## src/rtl/snitch_tcdm_event_counter.sv

```systemverilog
// Pipelined TCDM handshake popcount for the cluster performance counters.
// Optional per-port stall-streak statistics: define SNITCH_TCDM_EVENTS_MAX_STALL_EN.
module snitch_tcdm_event_counter #(
    parameter int unsigned NrPorts       = 32,
    parameter int unsigned GroupSize     = 8,
    parameter int unsigned StallCntWidth = 16,
    // Packed {inc_accessed, inc_congested}, each $clog2(NrPorts+1) bits, inc_accessed in the MSBs.
    parameter type         tcdm_events_t = logic [2*$clog2(NrPorts+1)-1:0]
) (
    input  logic                     clk_i,
    input  logic                     rst_ni,
    input  logic                     en_i,
    input  logic [NrPorts-1:0]       req_valid_i,
    input  logic [NrPorts-1:0]       req_ready_i,
    input  logic                     clear_i,
    output tcdm_events_t             tcdm_events_o,
    output logic [StallCntWidth-1:0] max_stall_o
);

    localparam int unsigned IncWidth    = $clog2(NrPorts + 1);
    localparam int unsigned NumGroups   = (NrPorts + GroupSize - 1) / GroupSize;
    localparam int unsigned PaddedPorts = NumGroups * GroupSize;
    localparam int unsigned PartWidth   = $clog2(GroupSize + 1);
    localparam int unsigned SumWidth    = (PartWidth > IncWidth) ? PartWidth : IncWidth;

    logic [PaddedPorts-1:0] w_acc;
    logic [PaddedPorts-1:0] w_cong;
    logic [PartWidth-1:0]   w_acc_part  [NumGroups];
    logic [PartWidth-1:0]   w_cong_part [NumGroups];
    logic [PartWidth-1:0]   r_acc_part  [NumGroups];
    logic [PartWidth-1:0]   r_cong_part [NumGroups];
    logic [SumWidth-1:0]    w_acc_sum;
    logic [SumWidth-1:0]    w_cong_sum;
    logic [IncWidth-1:0]    r_inc_accessed;
    logic [IncWidth-1:0]    r_inc_congested;

    // NOTE: every always_comb output gets a default first, so no path can infer a latch.
    always_comb begin
        w_acc                = '0;
        w_cong               = '0;
        w_acc[NrPorts-1:0]   = req_valid_i & req_ready_i;
        w_cong[NrPorts-1:0]  = req_valid_i & ~req_ready_i;
        for (int g = 0; g < NumGroups; g++) begin
            w_acc_part[g]  = '0;
            w_cong_part[g] = '0;
            for (int b = 0; b < GroupSize; b++) begin
                w_acc_part[g]  = w_acc_part[g]  + PartWidth'(w_acc[g*GroupSize + b]);
                w_cong_part[g] = w_cong_part[g] + PartWidth'(w_cong[g*GroupSize + b]);
            end
        end
    end

    // NOTE: sequential state uses non-blocking assignments only, so stages advance in lockstep.
    always_ff @(posedge clk_i) begin
        if (!rst_ni || !en_i) begin
            for (int g = 0; g < NumGroups; g++) begin
                r_acc_part[g]  <= '0;
                r_cong_part[g] <= '0;
            end
        end else begin
            for (int g = 0; g < NumGroups; g++) begin
                r_acc_part[g]  <= w_acc_part[g];
                r_cong_part[g] <= w_cong_part[g];
            end
        end
    end

    always_comb begin
        w_acc_sum  = '0;
        w_cong_sum = '0;
        for (int g = 0; g < NumGroups; g++) begin
            w_acc_sum  = w_acc_sum  + SumWidth'(r_acc_part[g]);
            w_cong_sum = w_cong_sum + SumWidth'(r_cong_part[g]);
        end
    end

    // Sums are bounded by NrPorts, so narrowing to IncWidth never drops a set bit.
    always_ff @(posedge clk_i) begin
        if (!rst_ni) begin
            r_inc_accessed  <= '0;
            r_inc_congested <= '0;
        end else begin
            r_inc_accessed  <= IncWidth'(w_acc_sum);
            r_inc_congested <= IncWidth'(w_cong_sum);
        end
    end

    assign tcdm_events_o = {r_inc_accessed, r_inc_congested};

`ifdef SNITCH_TCDM_EVENTS_MAX_STALL_EN
    logic [StallCntWidth-1:0] r_streak [NrPorts];
    logic [StallCntWidth-1:0] r_max_stall;
    logic [StallCntWidth-1:0] w_streak_max;

    always_comb begin
        w_streak_max = '0;
        for (int p = 0; p < NrPorts; p++) begin
            if (r_streak[p] > w_streak_max) w_streak_max = r_streak[p];
        end
    end

    // NOTE: the streak array is a bank of flops, not a RAM, so it is reset like any other register.
    always_ff @(posedge clk_i) begin
        if (!rst_ni || clear_i) begin
            for (int p = 0; p < NrPorts; p++) r_streak[p] <= '0;
            r_max_stall <= '0;
        end else begin
            for (int p = 0; p < NrPorts; p++) begin
                if (!w_cong[p])
                    r_streak[p] <= '0;
                else if (r_streak[p] != '1)
                    r_streak[p] <= r_streak[p] + StallCntWidth'(1);
            end
            if (w_streak_max > r_max_stall) r_max_stall <= w_streak_max;
        end
    end

    assign max_stall_o = r_max_stall;
`else
    logic w_unused_clear;
    assign w_unused_clear = clear_i;
    assign max_stall_o    = '0;
`endif

endmodule

```

## config.mk

```make
export PLATFORM = sky130hd
export DESIGN_NAME = snitch_tcdm_event_counter
export DESIGN_NICKNAME = d
export VERILOG_FILES = /design/src/rtl/snitch_tcdm_event_counter.sv
export SDC_FILE = /design/constraint.sdc
export NUM_CORES = 1
export LEC_CHECK = 0
export BUFFER_PORTS_ARGS = -buffer_cell sky130_fd_sc_hd__buf_4
export CORE_UTILIZATION = 45
export CTS_BUF_LIST = sky130_fd_sc_hd__clkbuf_2
export CTS_CLUSTER_DIAMETER = 30
export DETAILED_ROUTE_END_ITERATION = 10
export PLACE_DENSITY = 0.7
export SYNTH_ARGS = -nofsm -noshare
export SYNTH_HDL_FRONTEND = slang
export SYNTH_SLANG_ARGS = --single-unit
```

## constraint.sdc

```tcl
create_clock -name clk_i -period 3.45 [get_ports clk_i]
set_input_delay 0 -clock clk_i [delete_from_list [all_inputs] [get_ports clk_i]]
set_output_delay 0 -clock clk_i [all_outputs]
set_load 0.02 [all_outputs]
```

Yosys cells after proc, flatten, opt, wreduce, memory -nomap -nowiden:

Memories as Yosys holds them, arrays and structs flattened.
Cells that the tools add are included.

* add/subtract/negate cells: 62
* multiplexer cells: 11
* bitwise gates (word level): 11
* reductions and logical operators: 3

Operator list (number)
* adder 4 x 1 -> 4 bit: 32
* AND 32 bit: 2
* adder 3 x 1 -> 4 bit: 8
* two-way mux 4 bit: 8
* NOT 32 bit: 1
* adder 2 x 1 -> 3 bit: 8
* adder 1 x 1 -> 2 bit: 8
* adder 5 x 4 -> 6 bit: 2
* adder 6 x 4 -> 6 bit: 2
* adder 4 x 4 -> 5 bit: 2
* OR 1 bit: 8
* two-way mux 1 bit: 3
* zero test 1 bit: 2
* logical OR 1 bit: 1

* register bits: 12
* RAM bits: 32
* input port bits: 68
* output and inout bits: 28
* word-level logic and storage cells: 91
* memories kept: 2

Memories
* r_acc_part: depth 4, bits a word 4, read ports 4, clocked after memory_dff 0, wr ports 4, line 30 `logic [PartWidth-1:0] r_acc_part [NumGroups];`
* r_cong_part: depth 4, bits a word 4, read ports 4, clocked after memory_dff 0, wr ports 4, line 31 `logic [PartWidth-1:0] r_cong_part [NumGroups];`

Logic depth before layout (Yosys ltp):

Gate-level depths: netlist of run 1.

* depth after elaboration: 10
* gate-level depth with buffers: 10
* depth with buffers taken out: 10

Least setup slack after synthesis of run 1:

OpenSTA, ideal clock, no wires.

* kind: input-to-reg
* start point: input req_ready_i[8]
* end point: memory r_cong_part[1][2] (netlist bit)
* setup time: 114 ps
* arrival: 2516 ps
* path slack: 820 ps
* cell stages on the path: 10
* path buffers: 0
* cells stage by stage: nand2b_1 fa_1 fa_1 inv_1 fa_1 ha_1 inv_1 fa_1 xor2_1 nor2_1

RTL lines
* from (decl): line 14 `input logic [NrPorts-1:0] req_ready_i,`
* to (decl): line 31

==> flow_summary.toml, run 1 <==
[status]
status = "completed"

[cts]
clk_pin_slew_worst_paths_ps = 210
cts_tree = "done"
cts_max_level = 2
numCtsBuffers = 5
numClockSinks = 44
clockRootBuffer = "clkbuf_2"
clk_latency_ps = 400
cts_max_path_buffers = 2

[die]
die_w_um = 90.77
initial_core_util_pct = 46.13
fp-row-count = 32
core_area_um2 = 7687
die_area_um2 = 8239
die_y_um = 90.77
ios = 96

[timing]
finClkSkew_ps = 11.37
rsz0062_at_grt = "false"
setup_viol = 0
fin_crit_sh_pct = 75.18
clock.fmax_mhz = 385.6
fin_hold_ws_ps = 53.07
hold_viol = 0
finalMaxSlewViolations = 0
maxSlewHeadroom_pct = 65.91
finalSetupTns_ps = 0
min_period_ps = 2594
worstMarginPinSlew_ps = 509.5

[synthesis]
synth-seq-area-share_pct = 24.84
synth_cell_types = 23
yosys_warnings = 0
synth_seq_cells = 44
avgSynthCellArea_um2 = 9.688
netlist_instances = 366
syn_area_um2 = 3546

[drt]
vias = 2378
via_per_inst = 4.308
antenna_left = 0
wirelength_mm = 5.916
drcViolationCount = 0
wl_per_cell_um = 10.72
dr.pass1.iters = 4
first_iter_violations = 63

[pwr]
p_per_area_nw_per_um2 = 341.0
power.leakage_uw = 0.002190
p_comb_share_pct = 40.7
ir_worst_vdd_uv = 146.3
power.switching_uw = 490.8
power_uw = 1454
p_int_uw = 963.3
switching_share_pct = 33.75
p_seq_share_pct = 39.8
power.clock.fraction_pct = 19.4

[flow_run]
maxCapViolations = 0

[placed_design]
port_buffers = 78
place.gp.congestion = 0.7577
hpwl_mm = 5.291

[worst_setup_path]
endpoint = "r_inc_accessed[5]"
rr_worst_depth = 9
r2r_slack_ps = 860
reg2reg_to = "r_inc_accessed[5]"
cp_max_fo = 2
cp-end-kind = "flop"
crit_type = "flop to flop"
critPathLaunchType = "flop"
r2r_start = "r_acc_part[0][1]"
crit_start = "r_acc_part[0][1]"
crit_required_ps = 3780
worstPathArrival_ps = 2920

[grt]
antenna_found_initial = 0
grt.overflow.total = 0
grt_first_pass_wirelength_mm = 10.05
grt_pass1_vias = 2423
grt_max_degree = 25
track_usage_pct = 15.35

[min_path]
hold_path_class = "input port to flop"

[cells_and_area]
antenna_cells = 0
nets = 599
drive_gt1_share_pct = 20.22
fillers = 743
area_delta_synth_final_pct = 20.25
==> cell type report <==
cell class	count	area [um2]	area share [%]
multi-input combinational	237	2275	53.35
sequential	44	880.8	20.66
timing repair buffer	81	615.6	14.44
inverter	80	300.3	7.042
tap	102	127.6	2.993
clock inverter	2	35.03	0.8216
clock buffer	6	30.03	0.7042
==> critical path, stage by stage, from the launching register on <==
cell	delay [ps]
dfxtp_1	350
inv_1	50
fa_1	520
inv_1	60
fa_1	460
ha_1	250
fa_1	400
a21o_1	190
a21oi_1	190
nor2b_1	60
==> synth_stat cells <==
master    number  area, um2
inv_1         80      300.3
fa_1          48      960.9
dfxtp_1       44      880.8
ha_1          34      425.4
nand2_1       22      82.58
nand2b_1      22      137.6
and2_1        18      112.6
buf_4         16      120.1
nor2_1        16      60.06
nor2b_1       16      100.1
a21oi_1       11      55.05
xor2_1         9      78.83
and3_1         8      50.05
nor3b_1        5      37.54
nor3b_2        4      50.05
a21o_1         3      22.52
buf_2          2      10.01
mux2i_1        2      20.02
o21a_1         2      15.01
buf_6          1      11.26
clkbuf_2       1      5.000
conb_1         1      3.750
nand2_2        1      6.260
==> per-stage QoR <==
stage                     area, um2  util, %  std cells  worst slack [ps]
final                          4264    55.47        552             856.3
after global routing           4264    55.47        552             746.4
after global placement         4169    54.23        541             590.2
after detailed placement       4169    54.23        541             551.1
after CTS                      4264    55.47        552             844.1
after floorplan                3602        -        381             819.7
==> logic make-up (layout without fill, tap and decap cells) <==
logic type | after synthesis | after routing | synth area share (%)
AND/OR/NAND/NOR | 112 | 112 | 17.96
buffers and inverters | 100 | 169 | 12.60
adder cells (fa/ha/maj) | 82 | 82 | 39.10
XOR/XNOR | 9 | 9 | 2.223
flip-flops | 44 | 44 | 24.84
AO/OA/AOI/OAI | 16 | 16 | 2.611
other | 1 | 16 | 0.1058
multiplexers | 2 | 2 | 0.5646
==> worst min-delay path by stage <==
stage,startpoint,slack [ps],endpoint,cells past startpoint
2_1_floorplan,en_i,150,r_acc_part[0][0],1
3_3_place_gp,en_i,310,r_acc_part[0][12],2
3_5_place_dp,en_i,310,r_acc_part[0][4],2
4_1_cts,req_ready_i[26],50,r_acc_part[0][12],4
5_1_grt,req_ready_i[26],40,r_acc_part[0][12],4
6_report,req_ready_i[26],50,r_acc_part[0][12],4
==> layer usage <==
layer / up-vias / share of wire [%] / track usage (%)
met1: 1100 / 44 / 18.27
met3: 7 / 3.9 / 2.609
met2: 55 / 51 / 28.41
li1: 1216 / - / -
met4: 0 / 1.0 / 3.968
met5: - / 0 / 0
==> power groups by stage <==
stage,Clock [uW],Combinational [uW],Sequential [uW]
3_5_place_dp,0,597,591
6_report,283,592,579
2_1_floorplan,0,372,616
5_1_grt,309,687,584
3_3_place_gp,0,570,590
4_1_cts,288,607,580
==> flip-flops by register name, indices dropped and copies added (netlist names) <==
| signal | count |
|---|---|
| r_inc_congested | 6 |
| r_acc_part | 16 |
| r_inc_accessed | 6 |
| r_cong_part | 16 |
==> layout by cell type, fill, tap and decap left out <==
cell type / Yosys / layout
conb_1: 1 / 16
ha_1: 34 / 34
o21a_1: 2 / 2
inv_1: 80 / 80
clkbuf_2: 1 / 6
dlygate4sd3_1: 0 / 3
nor3b_2: 4 / 4
nand2b_1: 22 / 22
fa_1: 48 / 48
mux2i_1: 2 / 2
dfxtp_1: 44 / 44
nor2b_1: 16 / 16
clkinv_2: 0 / 1
and3_1: 8 / 8
buf_4: 16 / 78
a21oi_1: 11 / 11
xor2_1: 9 / 9
nand2_1: 22 / 22
nor3b_1: 5 / 5
bufinv_16: 0 / 1
nor2_1: 16 / 16
a21o_1: 3 / 3
nand2_2: 1 / 1
and2_1: 18 / 18
==> timing repair <==
action,4_1_cts,5_1_grt
resized for setup,0,0
endpoints found under the setup margin,0,0
hold buffers,3,0
setup buffers,0,0
endpoints found under the hold margin,20,0
Note: power is estimated with default switching activity, not from simulation.
==> inputs of run 2 (changes only) <==
==> constraint.sdc (replaced) <==
create_clock -name clk_i -period 2.6 [get_ports clk_i]
set_input_delay 0 -clock clk_i [delete_from_list [all_inputs] [get_ports clk_i]]
set_output_delay 0 -clock clk_i [all_outputs]
set_load 0.02 [all_outputs]
==> flow_summary.toml, run 2 (synthesis gave the netlist of run 1 again) <==
[drt]
wirelength_mm = 5.702
vias = 2380
antenna_left = 0
first_iter_violations = 42
dr.pass1.iters = 4
wl_per_cell_um = 10.33
via_per_inst = 4.312
drcViolationCount = 0

[worst_setup_path]
cp-end-kind = "flop"
worstPathArrival_ps = 2810
rr_worst_depth = 9
crit_type = "input port to flop"
r2r_start = "r_acc_part[0][1]"
cp_max_fo = 2
reg2reg_to = "r_inc_accessed[5]"
crit_required_ps = 2920
critPathLaunchType = "input port"
r2r_slack_ps = 110

[grt]
antenna_found_initial = 0
grt_pass1_vias = 2515
grt.overflow.total = 0
grt_max_degree = 25
grt_first_pass_wirelength_mm = 10.47
track_usage_pct = 15.75

[cells_and_area]
antenna_cells = 0
top_regs = "r_acc_part x16, r_cong_part x16"
final_cell_mix = "inv_1 (80), buf_4 (78), fa_1 (43), dfxtp_1 (42), ha_1 (30)"
final_common_cell = "inv_1"
area_delta_synth_final_pct = 20.54
drive_gt1_share_pct = 23.11
nets = 599

[flow_run]
maxCapViolations = 0

[timing]
finClkSkew_ps = 15.28
worstMarginPinSlew_ps = 500.7
clock.fmax_mhz = 401.2
setup_slack_ps = 107.3
hold_viol = 0
rsz0062_at_grt = "false"
fin_crit_sh_pct = 95.87
min_period_ps = 2493
setup_viol = 0
finalMaxSlewViolations = 0
maxSlewHeadroom_pct = 66.50

[die]
die_y_um = 90.77
die_area_um2 = 8239
die_w_um = 90.77
fp-row-count = 32
initial_core_util_pct = 46.13
core_area_um2 = 7687
ios = 96

[pwr]
power.switching_uw = 642.3
power.clock.fraction_pct = 14.7
power.leakage_uw = 0.002168
p_seq_share_pct = 42.3
p_per_area_nw_per_um2 = 425.6
p_comb_share_pct = 43.0
power_uw = 1819
ir_worst_vdd_uv = 162.2
switching_share_pct = 35.30
p_int_uw = 1177

[cts]
clk_pin_slew_worst_paths_ps = 210
numCtsBuffers = 5
clockRootBuffer = "clkbuf_2"
cts_max_level = 2
numClockSinks = 44
cts_max_path_buffers = 2
clk_latency_ps = 400
cts_tree = "done"

[placed_design]
hpwl_mm = 5.130
port_buffers = 78
place.gp.congestion = 0.7595
pre_cts_ws_ps = -277.2

[min_path]
whs_path_depth = 4
worstHoldEndpoint = "r_acc_part[0][12]"
hold_path_class = "input port to flop"
min-delay-start = "req_ready_i[26]"

[status]
status = "completed"
==> run 2: cell count changes in the layout (fill, tap and decap cells not counted), moves of 2 or more <==
cell     before  now
dfxtp_2       0    2
fa_2          0    5
ha_1         34   30
fa_1         48   43
ha_2          0    4
dfxtp_1      44   42
==> run 2: worst max-delay path by stage <==
stage,start,endpoint,cells after the start
floorplan,req_ready_i[11],r_cong_part[1][2],10
detailed placement,req_ready_i[11],r_cong_part[1][2],11
CTS,r_acc_part[0][1],r_inc_accessed[5],9
global placement,req_ready_i[11],r_cong_part[1][2],11
finish,req_valid_i[0],r_acc_part[0][0],9
global route,r_acc_part[0][1],r_inc_accessed[5],9
==> run 2: metrics by stage <==
| stage | hold WS, ps | cells | TNS (ps) | area [um2] | util, % |
|---|---|---|---|---|---|
| 6_report | 82.20 | 552 | 0 | 4274 | 55.60 |
| 3_3_place_gp | 315.7 | 541 | -2016 | 4184 | 54.43 |
| 5_1_grt | 56.09 | 552 | 0 | 4274 | 55.60 |
| 4_1_cts | 70.23 | 552 | 0 | 4259 | 55.40 |
| 3_5_place_dp | 318.1 | 541 | -2679 | 4184 | 54.43 |
| 2_1_floorplan | 145.9 | 381 | -10.31 | 3617 | - |
==> run 2: repair_timing <==
item | 4_1_cts | 5_1_grt
endpoints found under the hold margin | 20 | 0
setup endpoints to repair | 1 | 3
buffers inserted | 0 | 0
pin swaps | 0 | 1
hold buffers | 3 | 0
gates resized for setup | 2 | 6
==> run 2: power by group through the flow <==
stage	registers, uW	clock network (uW)	logic (uW)
6_report	770	267	782
5_1_grt	778	310	915
4_1_cts	771	280	795
3_5_place_dp	786	0	781
3_3_place_gp	784	0	760
2_1_floorplan	818	0	498
==> run 2: worst max-delay path, stage by stage <==
cell and delay [ps]:
buf_4 80, nand2_1 70, fa_1 520, fa_1 550, inv_1 60, fa_1 470
ha_1 330, and3_1 190, dlygate4sd3_1 550
==> run 2: layout make-up <==
type                    instances  area [um2]
fillers                       721        3413
clock inverters                 3       13.76
flip-flops and latches         44       883.3
well taps                     102       127.6
multi-input cells             237        2308
clock buffers                   5       25.02
inverters                      80       300.3
repair buffers                 81       615.6
==> run 2: per-layer routing <==
layer / vias to the layer above / track usage [%] / wire length, um
met2: 53 / 27.78 / 2817
li1: 1217 / - / -
met1: 1103 / 20.19 / 2626
met5: - / 0 / 0
met3: 7 / 2.862 / 208
met4: 0 / 3.175 / 50
